**config.mk**
```make
export PLATFORM = sky130hd
export DESIGN_NAME = pcint_ctrl_flat
export DESIGN_NICKNAME = d
export VERILOG_FILES = /design/src/rtl/pcint_pkg.sv /design/src/rtl/pcint_ctrl_if.sv /design/src/rtl/pcint_edge_det.sv /design/src/rtl/pcint_ctrl.sv /design/src/flat_wrapper.sv
export SDC_FILE = /design/constraint.sdc
export NUM_CORES = 1
export LEC_CHECK = 0
export CORE_AREA = 2 2 103 105
export CTS_CLUSTER_SIZE = 28
export DETAILED_ROUTE_END_ITERATION = 16
export DIE_AREA = 0 0 105 107
export PLACE_DENSITY = 0.9
export SETUP_SLACK_MARGIN = 0.15
export SYNTH_ARGS = -nofsm -noshare
export SYNTH_HDL_FRONTEND = slang
export SYNTH_SLANG_ARGS = --single-unit
```
**constraint.sdc**
```tcl
create_clock -name cp2 -period 5.54 [get_ports cp2]
set_clock_uncertainty 0.2 [all_clocks]
set_input_delay 1.108 -clock cp2 [delete_from_list [all_inputs] [get_ports cp2]]
set_output_delay 1.108 -clock cp2 [all_outputs]
set_load 0.01 [all_outputs]
```
**src/rtl/pcint_pkg.sv**
```systemverilog
// Shared constants, types and address helper for the pin-change interrupt controller.
package pcint_pkg;

    localparam int         N_GRP_MAX      = 4;
    localparam logic [5:0] PCIFR_ADDR_DEF = 6'h1B;
    localparam logic [7:0] PCICR_ADDR_DEF = 8'h68;
    localparam logic [7:0] PCMSK_BASE_DEF = 8'h6B;

    typedef logic [7:0] pcint_grp_t;

    // Addresses below the base wrap to a large offset and so never hit a mask register.
    function automatic logic [7:0] pcmsk_index(input logic [7:0] ramadr, input logic [7:0] base);
        return ramadr - base;
    endfunction

endpackage

```
**src/rtl/pcint_ctrl_if.sv**
```systemverilog
// CPU-side register bus of the pin-change controller: I/O space for PCIFR,
// data-memory space for PCICR and PCMSKn.
interface pcint_ctrl_if;
    logic [5:0] IO_Addr;
    logic       iore;
    logic       iowe;
    logic [7:0] dbus_in;
    logic [7:0] dbus_out;
    logic       out_en;
    logic [7:0] ramadr;
    logic       ramre;
    logic       ramwe;
    logic [7:0] dm_dbus_out;
    logic       dm_out_en;

    modport master (
        output IO_Addr, iore, iowe, dbus_in, ramadr, ramre, ramwe,
        input  dbus_out, out_en, dm_dbus_out, dm_out_en
    );

    modport slave (
        input  IO_Addr, iore, iowe, dbus_in, ramadr, ramre, ramwe,
        output dbus_out, out_en, dm_dbus_out, dm_out_en
    );
endinterface

```
**src/rtl/pcint_edge_det.sv**
```systemverilog
// One 8-pin group: synchroniser, history and masked-toggle detector.
// PCINT_GLITCH_FILTER_EN adds a stability check so short pulses are ignored.
module pcint_edge_det
    import pcint_pkg::*;
(
    input  logic       clk,
    input  logic       rst_n,
    input  pcint_grp_t pin_i,
    input  pcint_grp_t mask_i,
    output logic       hit_o
);

    pcint_grp_t s1_q, s2_q, h_q, cmp;
    logic       hit_q;

`ifdef PCINT_GLITCH_FILTER_EN
    pcint_grp_t f1_q, f2_q, stable;

    always_ff @(posedge clk or negedge rst_n) begin
        if (!rst_n) begin
            f1_q <= '0;
            f2_q <= '0;
        end else begin
            f1_q <= s2_q;
            f2_q <= f1_q;
        end
    end

    // A new level is accepted only once s2 and both delay stages agree on it.
    always_comb begin
        stable = ~(s2_q ^ f1_q) & ~(f1_q ^ f2_q);
        cmp    = (stable & s2_q) | (~stable & h_q);
    end
`else
    assign cmp = s2_q;
`endif

    always_ff @(posedge clk or negedge rst_n) begin
        if (!rst_n) begin
            s1_q  <= '0;
            s2_q  <= '0;
            h_q   <= '0;
            hit_q <= 1'b0;
        end else begin
            s1_q  <= pin_i;
            s2_q  <= s1_q;
            h_q   <= cmp;
            hit_q <= |((cmp ^ h_q) & mask_i);
        end
    end

    assign hit_o = hit_q;

endmodule

```
**src/rtl/pcint_ctrl.sv**
```systemverilog
// Pin-change interrupt controller: PCICR/PCIFR/PCMSKn registers, per-group
// toggle detection and interrupt requests. Optional macro: PCINT_GLITCH_FILTER_EN.
module pcint_ctrl
    import pcint_pkg::*;
#(
    parameter int         N_GRP         = N_GRP_MAX,
    parameter logic [5:0] PCIFR_Address = PCIFR_ADDR_DEF,
    parameter logic [7:0] PCICR_Address = PCICR_ADDR_DEF,
    parameter logic [7:0] PCMSK_Base    = PCMSK_BASE_DEF
) (
    input  logic               cp2,
    input  logic               ireset,
    pcint_ctrl_if.slave        bus,
    input  logic [8*N_GRP-1:0] pin_i,
    input  logic [N_GRP-1:0]   irq_ack,
    output logic [N_GRP-1:0]   pcint_irq,
    output logic [N_GRP-1:0]   PCIE,
    output logic [8*N_GRP-1:0] PCINT
);

    logic [N_GRP-1:0] pcicr_q, pcicr_d;
    logic [N_GRP-1:0] pcifr_q, pcifr_d;
    logic [N_GRP-1:0] hit;
    pcint_grp_t       pcmsk_q [N_GRP];
    pcint_grp_t       pcmsk_d [N_GRP];
    logic [7:0]       msk_off;
    logic             pcicr_wr, pcifr_wr;
    logic             dm_hit;
    logic [7:0]       dm_data;

    assign msk_off  = pcmsk_index(bus.ramadr, PCMSK_Base);
    assign pcicr_wr = bus.ramwe && (bus.ramadr == PCICR_Address);
    assign pcifr_wr = bus.iowe && (bus.IO_Addr == PCIFR_Address);

    always_comb begin
        pcicr_d = pcicr_wr ? bus.dbus_in[N_GRP-1:0] : pcicr_q;
        pcifr_d = pcifr_q;
        for (int n = 0; n < N_GRP; n++) begin
            pcmsk_d[n] = (bus.ramwe && msk_off == 8'(n)) ? bus.dbus_in : pcmsk_q[n];
            // A same-cycle set outranks both software write-1 and vector acknowledge.
            pcifr_d[n] = (pcicr_q[n] && hit[n]) ||
                         (pcifr_q[n] && !irq_ack[n] && !(pcifr_wr && bus.dbus_in[n]));
        end
    end

    always_ff @(posedge cp2 or negedge ireset) begin
        if (!ireset) begin
            pcicr_q <= '0;
            pcifr_q <= '0;
            for (int n = 0; n < N_GRP; n++) pcmsk_q[n] <= '0;
        end else begin
            pcicr_q <= pcicr_d;
            pcifr_q <= pcifr_d;
            for (int n = 0; n < N_GRP; n++) pcmsk_q[n] <= pcmsk_d[n];
        end
    end

    assign bus.out_en   = bus.iore && (bus.IO_Addr == PCIFR_Address);
    assign bus.dbus_out = bus.out_en ? 8'(pcifr_q) : 8'h00;

    always_comb begin
        dm_hit  = 1'b0;
        dm_data = 8'h00;
        if (bus.ramre) begin
            if (bus.ramadr == PCICR_Address) begin
                dm_hit  = 1'b1;
                dm_data = 8'(pcicr_q);
            end
            for (int n = 0; n < N_GRP; n++) begin
                if (msk_off == 8'(n)) begin
                    dm_hit  = 1'b1;
                    dm_data = pcmsk_q[n];
                end
            end
        end
    end

    assign bus.dm_out_en   = dm_hit;
    assign bus.dm_dbus_out = dm_data;

    for (genvar g = 0; g < N_GRP; g++) begin : g_grp
        pcint_edge_det u_det (
            .clk    (cp2),
            .rst_n  (ireset),
            .pin_i  (pin_i[8*g +: 8]),
            .mask_i (pcmsk_q[g]),
            .hit_o  (hit[g])
        );
        assign PCINT[8*g +: 8] = pcmsk_q[g];
    end

    assign PCIE      = pcicr_q;
    assign pcint_irq = pcifr_q & pcicr_q;

endmodule

```
**src/flat_wrapper.sv**
```systemverilog
// flat-port wrapper written by rule: the top's interface ports become plain ports
module pcint_ctrl_flat import pcint_pkg::*;
#(
    parameter int         N_GRP         = N_GRP_MAX,
    parameter logic [5:0] PCIFR_Address = PCIFR_ADDR_DEF,
    parameter logic [7:0] PCICR_Address = PCICR_ADDR_DEF,
    parameter logic [7:0] PCMSK_Base    = PCMSK_BASE_DEF
)
  (cp2, ireset, pin_i, irq_ack, pcint_irq, PCIE, PCINT, bus_IO_Addr, bus_iore, bus_iowe, bus_dbus_in, bus_ramadr, bus_ramre, bus_ramwe, bus_dbus_out, bus_out_en, bus_dm_dbus_out, bus_dm_out_en);
  pcint_ctrl_if bus_i ();
  input  logic cp2;
  input  logic ireset;
  input  logic [8*N_GRP-1:0] pin_i;
  input  logic [N_GRP-1:0] irq_ack;
  output logic [N_GRP-1:0] pcint_irq;
  output logic [N_GRP-1:0] PCIE;
  output logic [8*N_GRP-1:0] PCINT;
  input wire logic [$bits(bus_i.IO_Addr)-1:0] bus_IO_Addr;
  input wire logic [$bits(bus_i.iore)-1:0] bus_iore;
  input wire logic [$bits(bus_i.iowe)-1:0] bus_iowe;
  input wire logic [$bits(bus_i.dbus_in)-1:0] bus_dbus_in;
  input wire logic [$bits(bus_i.ramadr)-1:0] bus_ramadr;
  input wire logic [$bits(bus_i.ramre)-1:0] bus_ramre;
  input wire logic [$bits(bus_i.ramwe)-1:0] bus_ramwe;
  output wire logic [$bits(bus_i.dbus_out)-1:0] bus_dbus_out;
  output wire logic [$bits(bus_i.out_en)-1:0] bus_out_en;
  output wire logic [$bits(bus_i.dm_dbus_out)-1:0] bus_dm_dbus_out;
  output wire logic [$bits(bus_i.dm_out_en)-1:0] bus_dm_out_en;
  assign bus_i.IO_Addr = bus_IO_Addr;
  assign bus_i.iore = bus_iore;
  assign bus_i.iowe = bus_iowe;
  assign bus_i.dbus_in = bus_dbus_in;
  assign bus_i.ramadr = bus_ramadr;
  assign bus_i.ramre = bus_ramre;
  assign bus_i.ramwe = bus_ramwe;
  assign bus_dbus_out = bus_i.dbus_out;
  assign bus_out_en = bus_i.out_en;
  assign bus_dm_dbus_out = bus_i.dm_dbus_out;
  assign bus_dm_out_en = bus_i.dm_out_en;
  pcint_ctrl #(.N_GRP(N_GRP), .PCIFR_Address(PCIFR_Address), .PCICR_Address(PCICR_Address), .PCMSK_Base(PCMSK_Base)) u_core (.cp2(cp2), .ireset(ireset), .bus(bus_i), .pin_i(pin_i), .irq_ack(irq_ack), .pcint_irq(pcint_irq), .PCIE(PCIE), .PCINT(PCINT));
endmodule
```
# Word level (Yosys, flattened, before mapping)
# Cells that the tools add are included.
[word_totals]
output_inout_bits = 58
latch_bits = 0
mem_count = 0
rom_bits = 0
register_bits = 140
mem_bits_rw = 0
wordCells = 90
[op_classes]
eq_ne = 5
div_mod_pow = 0
mul = 0
order_cmp = 0
bitwise_logic = 9
n_shift = 0
n_reduce_logical = 40
addsub = 1
muxes = 13
[op_table]
columns = ["op", "count"]
rows = [
  ["$mux W8", 5],
  ["$and A8 B8 Y8", 4],
  ["$reduce_or A8 Y1", 4],
  ["$xor A8 B8 Y8", 4],
  ["$logic_and A1 B1 Y1", 23],
  ["$eq A8 B2 Y1 const B", 2],
  ["$eq A8 B1 Y1 const B", 1],
  ["$eq A8 B7 Y1 const B", 1],
  ["$logic_not A1 Y1", 8],
  ["$logic_not A8 Y1", 1],
  ["$mux W4", 2],
  ["$sub A8 B7 Y8 const B", 1],
  ["$eq A6 B5 Y1 const B", 1],
  ["$mux W1", 6],
  ["$and A4 B4 Y4", 1],
  ["$logic_or A1 B1 Y1", 4],
]

# Depth between registers and ports, before layout
# Gate-level depths: netlist of run 1.
[depth]
word_depth = 7
depth_mapped = 8
mapped_depth_nobuf = 5

# Cells and area by module
# A second synthesis of run 1 with hierarchy kept.
[unflattened]
cells_unflattened = 357
area_unflattened_um2 = 5139.9
[by_module_without_submodules]
columns = ["mod", "area_per_inst_um2", "seq_area_each_um2", "cells_per_inst", "instances"]
rows = [
  ["pcint_edge_det", 732.0, 625.6, 38, 4],
  ["pcint_ctrl", 2212.1, 1001.0, 205, 1],
]

# Worst setup path after synthesis of run 1
# No wires, ideal clock.
[synth_timing]
path_kind = "in2out"
start = "input port bus_ramadr[1]"
end = "output port bus_dm_dbus_out[0]"
n_path_buf = 1
path_slack_ns = 1.687
stages = 6
t_required_ns = 4.232
t_arrival_ns = 2.545
cell_sequence = "buf_4 -> a21oi_2 -> o2111a_1 -> or3b_2 -> a22o_1 -> a21boi_0"
[synth_between]
elab_chain_cells = 7
[synth_rtl]
columns = ["item", "line_no", "text"]
rows = [
  ["start, declared", "flat_wrapper.sv:22", "input wire logic [$bits(bus_i.ramadr)-1:0] bus_ramadr;"],
  ["$sub A8 B7 Y8 / $eq A8 B7 Y1 (equally long branches)", "pcint_pkg.sv:13, pcint_ctrl.sv:65", ""],
  ["$logic_not A8 Y1 / $mux W4 (equally long branches)", "pcint_ctrl.sv:70, pcint_ctrl.sv:65", ""],
  ["$mux W8 (3 in series)", "pcint_ctrl.sv:70", "if (msk_off == 8'(n)) begin"],
  ["$mux W8 *", "pcint_ctrl.sv:70", ""],
  ["$mux W8 *", "pcint_ctrl.sv:64", "if (bus.ramre) begin"],
  ["end, declared", "flat_wrapper.sv:27", "output wire logic [$bits(bus_i.dm_dbus_out)-1:0] bus_dm_dbus_out;"],
]
# Every way passes the cells marked *; elsewhere a longest branch is shown, timed or not.

# Worst setup path after layout of run 1
[layout_timing]
start = "input port bus_ramadr[0]"
end = "output port bus_dm_dbus_out[1]"
# The elaborated chain is that of the path after synthesis.

==> run_results.csv, run 1 <==
group,metric,value,unit
synthesis,synth.most_common_cell,"dfrtp_1",
worst_setup_path,critPathLaunchType,"input port",
drt,drt-initial-drc-count,257,
worst_setup_path,rrSetupSlack,4.18,ns
die,design.portCount,122,
clock_network,cts-hold-fix-buffers,0,
place,gp_congestion,0.915,
layout,syn_to_final_growth,35.1,%
hold_path,min_from,"u_core.g_grp[1].u_det.s1_q[1]$_DFF_PN0_",
sta,fmaxAchievable,0.191,GHz
clock_network,cts_tree,"yes",
place,io_buffers,117,
die,rows,37,
pwr,irDropWorstVdd,0.240,mV
synthesis,synth_area_leader_cell,"dfrtp_1",
die,core_area,0.0101,sq mm
layout,final_layout_size_suffix_gt1_share,16.6,%
layout,n_antenna_cell,0,
worst_setup_path,cp_data_arrival_time,3.93,ns
pwr,total_power,2470,uW
pwr,power_density,344,mW/mm^2
clock_network,ctsResizeCount,0,
global_route,grt_pass1_wl,20100,um
synthesis,avgSynthCellArea,15.1,sq um
flow_run,max-cap-violations,0,
global_route,grt_start_max_net_pins,93,
layout,nNetsFinal,544,
synthesis,synth_area,0.00532,sq mm
global_route,first_global_vias,3658,
drt,dr.pass1.iters,5,
die,floorplan.die_area,0.0112,sq mm
clock_network,insertion_delay,0.52,ns
synthesis,yosysSeqAreaShare,65.8,%
status,status,"completed",
global_route,grt_antenna_before_repair,0,
pwr,leakage,0.00319,uW
die,die_h,107,um
clock_network,ctsLongestPathBuffers,2,
synthesis,yosysTopAreaCellShare,65.8,%
clock_network,cts-htree-levels,4,
place,dp_hpwl,8670,um
synthesis,synthTopCellsByArea,"dfrtp_1 (66%), mux2_4 (6.8%), xor2_1 (5.3%), mux2_2 (3.0%), a22oi_1 (2.3%)",
synthesis,synth_edf_count,0,
worst_setup_path,worstSetupPathType,"in2out",
sta,relSlewSlack,46.7,%
sta,fin_tns_setup,0,ns
hold_path,hold_depth,0,
sta,fin_crit,5.24,ns
sta,finalMaxSlewViolations,0,
clock_network,root_buffer,"clkbuf_8",
worst_setup_path,reg2reg_to,"u_core.g_grp[0].u_det.hit_o$_DFF_PN0_",
sta,tightest_slew,0.799,ns
worst_setup_path,worstReg2RegStart,"u_core.g_grp[0].u_det.cmp[7]$_DFF_PN0_",
synthesis,synth-async-reset-ratio,100,%
place,dp_cells,597,
sta,rsz0062_at_grt,"no",
global_route,globalRouteTotalUtil,24.0,%
clock_network,clock_sinks,140,
layout,final-instance-count-excl-fill,629,
hold_path,whs_endpoint,"u_core.g_grp[1].u_det.cmp[1]$_DFF_PN0_",
synthesis,synth_common_cells,"dfrtp_1 (140), xor2_1 (32), mux2_4 (24)",
worst_setup_path,cp-startpoint,"bus_ramadr[0]",
drt,drcViolationCount,0,
synthesis,synth_cells,353,
sta,fin_crit_sh,94.6,%
drt,viasPerCell,5.47,
die,die_w,105,um
clock_network,postCtsSetupRepairBufs,0,
clock_network,cts_made_buffers,17,
clock_network,clk_pin_slew,0.06,ns
worst_setup_path,cp_data_required_time,4.23,ns
synthesis,yosys_most_used_dff,"dfrtp_1",
sta,hold_viol,0,
drt,wl_per_cell,20.0,um
global_route,grtUsageMet3,8.09,%
global_route,gr-max-usage-layer,"met2",
global_route,grt_use_met1,29.9,%
sta,finalSetupViolCount,0,
synthesis,yosysUniqueCellTypes,42,
synthesis,synth.ff_latch_count,140,
drt,routed_wl,12600,um
worst_setup_path,reg2regPathDepth,3,
drt,antenna_left,0,
global_route,gr-total-overflow,0,
drt,vias,3443,
hold_path,hp-class,"reg2reg",
global_route,grt_use_met2,39.4,%
synthesis,yosys_warnings,0,
worst_setup_path,worst_setup_path_end_kind,"output port",
die,initial_core_util,52.7,%
worst_setup_path,critPathMaxFanout,14,
[per-stage QoR]
step	area, sq um	utilization, %	hold slack (ns)	setup WS (ns)
floorplan	5330	-	0.131	1.69
global placement	6560	65.0	0.132	0.520
detailed placement	6560	65.0	0.135	0.309
CTS	7180	71.2	0.148	0.229
global route	7190	71.2	0.151	0.149
finish	7190	71.2	0.147	0.300
[area by class of cell]
class                           instances  area, sq um
Sequential cell                       140         3500
Fill cell                             672         2900
Multi-Input combinational cell        193         1680
Timing Repair Buffer                  119         1190
Clock buffer                           18          428
Clock inverter                         14          193
Tap cell                              136          170
Inverter                                9         33.8
[worst max-delay path by stage]
stage / endpoint / slack (ns) / cells after the start
after floorplan: bus_dm_dbus_out[0] / 1.69 / 6
after global placement: bus_dm_out_en / 0.52 / 7
after detailed placement: bus_dm_out_en / 0.31 / 7
after CTS: bus_dm_out_en / 0.23 / 7
after global routing: bus_dm_dbus_out[2] / 0.15 / 7
final: bus_dm_dbus_out[1] / 0.30 / 7
[placed cells by master, fill, tap and decap left out, types with 3 or more instances in the layout]
cell type / instances
inv_1: 9
clkbuf_16: 16
a21o_1: 4
a32o_1: 4
nor2b_1: 4
dfrtp_1: 140
a21boi_0: 4
o21ai_0: 12
clkinvlp_4: 3
mux2_2: 14
clkinv_2: 3
bufinv_16: 4
nand4_1: 4
and3_1: 6
xor2_1: 32
a22o_1: 8
o2111a_1: 5
clkdlybuf4s50_1: 116
and2_1: 7
mux2_4: 24
a21oi_1: 4
nand2_1: 19
a22oi_1: 16
conb_1: 4
[registers in the layout (all words and copies together) (netlist names)]
signal / count
u_core.g_grp.u_det.h_q: 32
u_core.g_grp.u_det.cmp: 32
u_core.g_grp.u_det.s1_q: 32
u_core.pcifr_q: 4
u_core.g_grp.u_det.hit_o: 4
u_core.PCINT: 32
u_core.PCIE: 4
[kinds of logic (layout without fill, tap and decap cells)]
kind of cell,after synthesis,count (layout),share of synthesized area [%]
buffers and inverters,23,160,3.08
AO/OA/AOI/OAI,62,62,8.89
flip-flops,140,140,65.8
other,1,4,0.0705
XOR/XNOR,33,33,5.43
multiplexers,40,40,10.2
AND/OR/NAND/NOR,54,54,6.54
[power by group]
part / switching [uW] / total (uW) / internal, uW / leakage (uW)
logic: 84.2 / 188 / 104 / 0.00117
clock network: 421 / 1160 / 744 / 0.000298
registers: 42.5 / 1120 / 1080 / 0.00172
total: 548 / 2470 / 1930 / 0.00319
[metal layers]
metal  part of all wire [%]  up-vias
met2                     50      167
met5                      0        -
li1                       -     1509
met1                     40     1737
met4                    1.8        0
met3                    8.0       30
[critical path, stage by stage]
cell and delay, ns:
clkdlybuf4s50_1 0.79, a21oi_2 0.19, o2111a_1 0.32, or3b_2 0.54, a22o_1 0.23, a21boi_0 0.17, clkdlybuf4s50_1 0.57
Note: power is estimated with default switching activity, not from simulation.
==> run 2: changes to the inputs <==
--- a/config.mk
+++ b/config.mk
@@ -11,6 +11,7 @@
 export DIE_AREA = 0 0 105 107
 export PLACE_DENSITY = 0.9
 export SETUP_SLACK_MARGIN = 0.15
+export SLEW_MARGIN = 20
 export SYNTH_ARGS = -nofsm -noshare
 export SYNTH_HDL_FRONTEND = slang
 export SYNTH_SLANG_ARGS = --single-unit
==> results of run 2 <==
No change in the layout: final DEF, timing and power equal those of run 1.
